$ cat src/rtl/forwarding_hazard_unit.sv
// Forwarding-select and load-use hazard control for the 5-stage core.
// Tracks EXE/MEM/WB destination info in a shadow pipeline and drives operand muxes.

package CorePack;
  typedef enum logic [1:0] {
    FWD_NO  = 2'd0,
    FWD_EXE = 2'd1,
    FWD_MEM = 2'd2,
    FWD_WB  = 2'd3
  } fwd_sel_enum;
endpackage

// Per-operand hit detection, priority select and load-use flag.
module fhu_operand #(
  parameter int REG_ADDR_W = 5
) (
  input  logic                      id_valid,
  input  logic                      use_rs,
  input  logic [REG_ADDR_W-1:0]     rs,
  input  logic [2:0]                st_v,
  input  logic [2:0]                st_we,
  input  logic [1:0]                st_ld,
  input  logic [2:0][REG_ADDR_W-1:0] st_rd,
  output logic [1:0]                sel,
  output logic                      load_use
);
  import CorePack::*;

  logic [2:0] w_hit;
  logic       w_rs_nz;

  assign w_rs_nz = (rs != '0);

  for (genvar s = 0; s < 3; s++) begin : g_hit
    assign w_hit[s] = st_v[s] & st_we[s] & (st_rd[s] == rs) & w_rs_nz & use_rs & id_valid;
  end

  always_comb begin
    sel = FWD_NO;
    if (w_hit[0] && !st_ld[0])      sel = FWD_EXE;
    else if (w_hit[1] && !st_ld[1]) sel = FWD_MEM;
    else if (w_hit[2])              sel = FWD_WB;
  end

  // The youngest hit decides: a non-load EXE producer masks an older MEM load.
  always_comb begin
    load_use = 1'b0;
    if (w_hit[0])      load_use = st_ld[0];
    else if (w_hit[1]) load_use = st_ld[1];
  end
endmodule

module forwarding_hazard_unit #(
  parameter int REG_ADDR_W = 5,
  parameter int CNT_W      = 32
) (
  input  logic                  clk,
  input  logic                  rstn,
  input  logic                  id_valid,
  input  logic [REG_ADDR_W-1:0] id_rs1,
  input  logic [REG_ADDR_W-1:0] id_rs2,
  input  logic                  id_use_rs1,
  input  logic                  id_use_rs2,
  input  logic [REG_ADDR_W-1:0] id_rd,
  input  logic                  id_we,
  input  logic                  id_is_load,
  input  logic                  mem_stall,
  input  logic                  flush,
  output logic [1:0]            fwd_sel_rs1,
  output logic [1:0]            fwd_sel_rs2,
  output logic                  stall_front,
  output logic                  bubble_exe,
  output logic [CNT_W-1:0]      stall_cycles
);
  // Shadow stage index: 0 = EXE, 1 = MEM, 2 = WB.
  logic [2:0]                  r_v;
  logic [2:0]                  r_we;
  logic [1:0]                  r_ld;
  logic [2:0][REG_ADDR_W-1:0]  r_rd;
  logic [CNT_W-1:0]            r_cnt;

  logic [1:0][REG_ADDR_W-1:0]  w_rs;
  logic [1:0]                  w_use;
  logic [1:0][1:0]             w_sel;
  logic [1:0]                  w_lu;
  logic                        w_load_use;

  assign w_rs  = {id_rs2, id_rs1};
  assign w_use = {id_use_rs2, id_use_rs1};

  for (genvar o = 0; o < 2; o++) begin : g_op
    fhu_operand #(.REG_ADDR_W(REG_ADDR_W)) u_op (
      .id_valid (id_valid),
      .use_rs   (w_use[o]),
      .rs       (w_rs[o]),
      .st_v     (r_v),
      .st_we    (r_we),
      .st_ld    (r_ld),
      .st_rd    (r_rd),
      .sel      (w_sel[o]),
      .load_use (w_lu[o])
    );
  end

  assign w_load_use   = |w_lu;
  assign fwd_sel_rs1  = w_sel[0];
  assign fwd_sel_rs2  = w_sel[1];
  assign stall_front  = w_load_use & ~flush;
  assign bubble_exe   = (w_load_use | flush) & ~mem_stall;
  assign stall_cycles = r_cnt;

  // A stalled or squashed ID instruction enters EXE as an invalid entry.
  always_ff @(posedge clk or negedge rstn) begin
    if (!rstn) begin
      r_v   <= '0;
      r_we  <= '0;
      r_ld  <= '0;
      r_rd  <= '0;
      r_cnt <= '0;
    end else if (!mem_stall) begin
      r_v  <= {r_v[1], r_v[0], id_valid & ~w_load_use & ~flush};
      r_we <= {r_we[1], r_we[0], id_we};
      r_ld <= {r_ld[0], id_is_load};
      r_rd <= {r_rd[1], r_rd[0], id_rd};
      if (w_load_use && !flush && (r_cnt != '1))
        r_cnt <= r_cnt + CNT_W'(1);
    end
  end
endmodule

$ cat config.mk
export PLATFORM = sky130hd
export DESIGN_NAME = forwarding_hazard_unit
export DESIGN_NICKNAME = d
export VERILOG_FILES = /design/src/rtl/forwarding_hazard_unit.sv
export SDC_FILE = /design/constraint.sdc
export NUM_CORES = 1
export LEC_CHECK = 0
export BUFFER_PORTS_ARGS = -buffer_cell sky130_fd_sc_hd__buf_2
export CAP_MARGIN = 10
export CORE_ASPECT_RATIO = 0.8
export CORE_MARGIN = 1.5
export CORE_UTILIZATION = 59
export DETAILED_ROUTE_END_ITERATION = 10
export PLACE_DENSITY = 0.85
export RECOVER_POWER = 50
export SYNTH_ARGS = -nofsm -noshare
export SYNTH_HDL_FRONTEND = slang
export SYNTH_HIERARCHICAL = 1
export SYNTH_SLANG_ARGS = --single-unit
$ cat constraint.sdc
create_clock -name clk -period 7.4 [get_ports clk]
set_clock_uncertainty 0.2 [all_clocks]
set_input_delay 0 -clock clk [delete_from_list [all_inputs] [get_ports clk]]
set_output_delay 0 -clock clk [all_outputs]
set_load 0.05 [all_outputs]
After elaboration in Yosys (flattened, before gate mapping)
Cells that the tools add are included.

word-level totals
  latch bits = 0
  register bits after elaboration = 55
  logic and storage cells = 73
  bits in writable memories = 0
  memories = 0
  ROM bits = 0

operators by class
  bitwise operators = 35
  multiplexer cells = 10
  magnitude comparators = 0
  divide/modulo/power cells = 0
  multiply operators = 0
  eq/ne operators = 7
  add/subtract/negate cells = 1
  shift-type cells = 0
  reductions and logical operators = 13

operators with widths
  kind                                            number
  adder 32 x 1 -> 32 bit (second input constant)  1
  != test 32 bit (second input constant)          1
  AND 1 bit                                       31
  == test 5 bit                                   6
  2-to-1 mux 2 bit                                6
  nonzero test 5 bit                              2
  logical AND 1 bit                               6
  2-to-1 mux 1 bit                                4
  logical NOT 1 bit                               3
  inverter 1 bit                                  3
  AND reduction 2 bit                             1
  OR reduction 2 bit                              1
  bitwise OR 1 bit                                1

Depth between registers and ports, before layout
  depth after elaboration = 11
  depth in mapped cells = 9
  mapped depth without buffers = 9

By module
The synthesis kept the hierarchy.

modules (own cells, without submodules)
  module                  instances  area an instance (um2)  cells each
  forwarding_hazard_unit  1          2,424.8                 194
  fhu_operand             2          259.0                   33

Least setup slack after synthesis
OpenSTA, ideal clock, no wires.

  kind = register to register
  start point = reg r_rd[9] (netlist name)
  end point = reg r_cnt[11], in the netlist stall_cycles[11]
  slack = 4.588 ns
  buffers on the path = 0
  data required time = 7.058 ns
  clock period less this slack = 2.812 ns
  arrival = 2.470 ns
  setup time = 0.142 ns
  stages on the path, launching flop included = 10
  cells stage by stage = dfrtp_1 > xor2_1 > nor4_1 > o2111a_1 > o21ba_1 > o21ba_2 > nand4b_1 > a211oi_1 > nand4_1 > xnor2_1

on the way
  word-level cells in the longest chain between the ends = 11
  elaborated cells between the ends (all ways) = 18

RTL lines
  element                               line  source
  start: declaration                    79    logic [2:0][REG_ADDR_W-1:0] r_rd;
  start signal: assignment              124   r_rd <= {r_rd[1], r_rd[0], id_rd};
  == test 5 bit                         35    assign w_hit[s] = st_v[s] & st_we[s] & (st_rd[s] == rs) & w_rs_nz & use_rs & id_valid;
  AND 1 bit (4 in a row)                35
  2-to-1 mux 1 bit                      49    else if (w_hit[1]) load_use = st_ld[1];
  2-to-1 mux 1 bit                      48    if (w_hit[0]) load_use = st_ld[0];
  named net w_lu[1]                     85    logic [1:0] w_lu;
  OR reduction 2 bit                    105   assign w_load_use = |w_lu;
  logical AND 1 bit (2 in a row)        125   if (w_load_use && !flush && (r_cnt != '1))
  AND reduction 2 bit (no source line)  n/a
  end signal: assignment                126   r_cnt <= r_cnt + CNT_W'(1);
  end: declaration                      80    logic [CNT_W-1:0] r_cnt;

The timed path passes the listed nets, and every way through them passes these cells.
A chain may end at the register's enable or synchronous reset.

==> run_summary.xml <==
<?xml version="1.0" encoding="UTF-8"?>
<metrics>
  <group name="finish">
    <metric name="most-common-layout-cells" unit="">sky130_fd_sc_hd__buf_2, sky130_fd_sc_hd__dfrtp_1, sky130_fd_sc_hd__xnor2_1</metric>
    <metric name="n_fill_cell" unit="">340</metric>
    <metric name="layout-drive-gt1-share" unit="">0.297</metric>
    <metric name="commonest_non_fill_non_tap_cell_in_the_layout" unit="">sky130_fd_sc_hd__buf_2</metric>
    <metric name="post-route-util" unit="">0.748</metric>
    <metric name="area_growth_syn_to_layout" unit="%">19.0</metric>
    <metric name="antenna_fix_cells" unit="">0</metric>
    <metric name="post-route-cell-area" unit="um^2">3500</metric>
    <metric name="nNetsFinal" unit="">361</metric>
  </group>
  <group name="route">
    <metric name="drt_wl_total" unit="um">6260</metric>
    <metric name="drt_pass1_iterations" unit="">4</metric>
    <metric name="drt-vias-per-instance" unit="">5.62</metric>
    <metric name="postRouteAntennaNets" unit="">0</metric>
    <metric name="routedWlPerCell" unit="um">15.8</metric>
    <metric name="detail_route.drc_violations" unit="">0</metric>
    <metric name="via_count" unit="">2232</metric>
    <metric name="initialDrtViolationCount" unit="">106</metric>
  </group>
  <group name="floorplanning">
    <metric name="ios" unit="">62</metric>
    <metric name="floorplan.core_area" unit="um^2">4680</metric>
    <metric name="die_x" unit="um">82.0</metric>
    <metric name="chipHeight" unit="um">66.2</metric>
    <metric name="floorplan.rows" unit="">22</metric>
    <metric name="initial_utilization" unit="">0.629</metric>
    <metric name="floorplan.die_area" unit="um^2">5420</metric>
  </group>
  <group name="sta">
    <metric name="post_route_minimum_period" unit="ns">3.01</metric>
    <metric name="report.final.setup_viol" unit="">0</metric>
    <metric name="final.setup.tns" unit="ns">0</metric>
    <metric name="timing_worst_slew_pin_value" unit="ns">2.82</metric>
    <metric name="period_share" unit="">0.407</metric>
    <metric name="hold_violations" unit="">0</metric>
    <metric name="slew_headroom" unit="">-0.878</metric>
    <metric name="report.final.slew_viol_count" unit="">56</metric>
    <metric name="rsz0062_at_grt" unit="">no</metric>
    <metric name="fmax" unit="GHz">0.332</metric>
  </group>
  <group name="pwr">
    <metric name="powerDensity" unit="nW/um^2">168</metric>
    <metric name="clockPowerShare" unit="">0.275</metric>
    <metric name="pwr-share-comb" unit="">0.144</metric>
    <metric name="vdd_drop_max" unit="mV">0.123</metric>
    <metric name="fin_total_pwr" unit="mW">0.590</metric>
    <metric name="power.leakage" unit="nW">1.64</metric>
    <metric name="sw_frac_of_total" unit="">0.268</metric>
    <metric name="p_switching" unit="mW">0.158</metric>
    <metric name="sequentialPowerShare" unit="">0.580</metric>
    <metric name="power_report.internal_total" unit="mW">0.432</metric>
  </group>
  <group name="clocking">
    <metric name="ctsHtreeMaxLevel" unit="">2</metric>
    <metric name="worst_setup_hold_path_clk_slew" unit="ns">0.09</metric>
    <metric name="clock_sink_count" unit="">55</metric>
    <metric name="cts_made_buffers" unit="">5</metric>
    <metric name="cts.hold.buffers_added" unit="">10</metric>
    <metric name="cts_setup_buffers" unit="">0</metric>
    <metric name="clkLatencyLatePin" unit="ns">0.31</metric>
    <metric name="clock_tree_from_tritoncts" unit="">done</metric>
    <metric name="ctsLongestPathBuffers" unit="">2</metric>
    <metric name="master_cell_of_the_clock_root_buffer" unit="">sky130_fd_sc_hd__clkbuf_8</metric>
    <metric name="cts_resized" unit="">0</metric>
  </group>
  <group name="synth">
    <metric name="seq_area_frac_synth" unit="">0.468</metric>
    <metric name="synth.cell_area" unit="um^2">2940</metric>
    <metric name="synth_instances" unit="">260</metric>
    <metric name="syn_area_per_cell" unit="um^2">11.3</metric>
    <metric name="yosys_most_used_dff" unit="">sky130_fd_sc_hd__dfrtp_1</metric>
    <metric name="synth.largest_area_cell" unit="">sky130_fd_sc_hd__dfrtp_1</metric>
    <metric name="total_of_flip_flops_plus_latches_after_synthesis" unit="">55</metric>
    <metric name="total_of_warnings_raised_by_yosys" unit="">6</metric>
    <metric name="asyncSetResetFlopFracSynth" unit="">1.00</metric>
    <metric name="synth_fp_nets" unit="">285</metric>
    <metric name="synth_edf_count" unit="">0</metric>
    <metric name="yosys-top-cells-area" unit="">sky130_fd_sc_hd__dfrtp_1, sky130_fd_sc_hd__xnor2_1, sky130_fd_sc_hd__mux2_2</metric>
    <metric name="netlist.area_leader.share" unit="">0.468</metric>
    <metric name="yosysUniqueCellTypes" unit="">39</metric>
  </group>
  <group name="critical_path">
    <metric name="setup.worst_path.class" unit="">primary input to async pin</metric>
    <metric name="worst-r2r-setup-slack" unit="ns">4.50</metric>
    <metric name="worst_path_arrival" unit="ns">2.62</metric>
    <metric name="worstPathMaxFanout" unit="">55</metric>
    <metric name="timing.critical_path.required" unit="ns">7.01</metric>
    <metric name="endpoint_type_of_the_worst_setup_path" unit="">async pin</metric>
    <metric name="start_kind" unit="">primary input</metric>
  </group>
  <group name="status">
    <metric name="violations" unit="">max-capacitance violations, max-slew violations</metric>
    <metric name="outcome" unit="">finished, violations left</metric>
  </group>
  <group name="global_routing">
    <metric name="global_router_s_overall_resource_usage" unit="">0.255</metric>
    <metric name="globalRouteOverflowTotal" unit="">0</metric>
    <metric name="antenna_found_initial" unit="">0</metric>
    <metric name="grt_first_pass_wirelength" unit="um">10200</metric>
    <metric name="largest_net_degree_at_the_start_of_global_routing" unit="">56</metric>
    <metric name="first_global_vias" unit="">2129</metric>
  </group>
  <group name="place">
    <metric name="dpl-instance-area" unit="um^2">3320</metric>
    <metric name="port_buffers" unit="">61</metric>
    <metric name="post-dp-hpwl" unit="um">4540</metric>
    <metric name="gp_congestion" unit="">0.939</metric>
  </group>
  <group name="min_path">
    <metric name="min_path_type" unit="">primary input to register</metric>
  </group>
  <group name="run">
    <metric name="max_cap_viol_count" unit="">1</metric>
  </group>
</metrics>
## path summary, 6_finish.rpt
path,start,to,depth (start not counted)
worst min register to register,stall_cycles[26]$_DFFE_PN0P_,stall_cycles[26]$_DFFE_PN0P_,1
worst max-delay path,rstn,stall_cycles[30]$_DFFE_PN0P_,3
worst min-delay path,mem_stall,r_rd[3]$_DFFE_PN0N_,2
max in group clk,r_rd[9]$_DFFE_PN0N_,stall_cycles[3]$_DFFE_PN0P_,9
min in group asynchronous,rstn,r_rd[3]$_DFFE_PN0N_,3
worst max register to register,r_rd[9]$_DFFE_PN0N_,stall_cycles[3]$_DFFE_PN0P_,9
## per-layer routing
metal | global-route usage | wire [um] | vias up
met5 | 0 | 0 | -
met3 | 0.0483 | 291 | 6
met2 | 0.384 | 2900 | 58
met4 | 0.0784 | 45 | 0
li1 | - | - | 1092
met1 | 0.371 | 3020 | 1076
## stage by stage
step                std cells  setup slack [ns]  hold slack (ns)
finish                    397              4.39            0.108
global route              397              3.73            0.117
CTS                       397              4.49            0.106
detailed placement        379              4.51          -0.0326
global placement          379              4.63          -0.0307
floorplan                 260              4.59           -0.496
## synth_stat cells, types with 3 or more instances
library cell               number
sky130_fd_sc_hd__dfrtp_1       55
sky130_fd_sc_hd__xnor2_1       41
sky130_fd_sc_hd__mux2_2        22
sky130_fd_sc_hd__nand4_1       20
sky130_fd_sc_hd__xor2_1        17
sky130_fd_sc_hd__nand2_1       12
sky130_fd_sc_hd__nor2_1        11
sky130_fd_sc_hd__nand3_1       10
sky130_fd_sc_hd__and3_1         7
sky130_fd_sc_hd__nor3_1         7
sky130_fd_sc_hd__inv_1          6
sky130_fd_sc_hd__and4_1         4
sky130_fd_sc_hd__or4_1          4
sky130_fd_sc_hd__a21oi_1        3
sky130_fd_sc_hd__clkbuf_1       3
sky130_fd_sc_hd__nor4_1         3
## cell families (layout without fill, tap and decap cells)
| kind of cell | Yosys count | in the layout | share of synthesized area |
|---|---|---|---|
| xor gates and xnor gates | 58 | 58 | 0.173 |
| AOI/OAI and AO/OA | 19 | 19 | 0.0587 |
| buffers and inverters | 9 | 86 | 0.0115 |
| and+or+nand+nor | 93 | 93 | 0.190 |
| muxes | 25 | 25 | 0.0948 |
| DFF | 55 | 55 | 0.468 |
| adders and majority gates | 1 | 1 | 0.00425 |
## flip-flops by register name (all words and copies together), names as in the netlist
register      count
stall_cycles     32
r_rd             15
r_we              3
r_ld              2
r_v               3
## final cells by class
class | instances | area [um^2] | area share
clock inverters | 2 | 12.5 | 0.00357
inverters | 6 | 22.5 | 0.00643
multi-input cells | 196 | 1530 | 0.438
clock buffers | 6 | 72.6 | 0.0207
repair buffers | 72 | 409 | 0.117
flip-flops and latches | 55 | 1380 | 0.393
well taps | 60 | 75.1 | 0.0214
## critical path, cell delays in order
cell and delay, ns:
sky130_fd_sc_hd__dlygate4sd3_1 0.52, sky130_fd_sc_hd__buf_2 0.09, sky130_fd_sc_hd__clkbuf_1 1.97
## power groups by stage
stage | combinational, mW | clock (mW) | sequential (mW)
after global placement | 0.0790 | 0 | 0.346
after global routing | 0.0932 | 0.184 | 0.345
after floorplan | 0.0542 | 0 | 0.343
final | 0.0850 | 0.162 | 0.342
after CTS | 0.0857 | 0.164 | 0.342
after detailed placement | 0.0807 | 0 | 0.348
(Power assumes the default switching activity.)
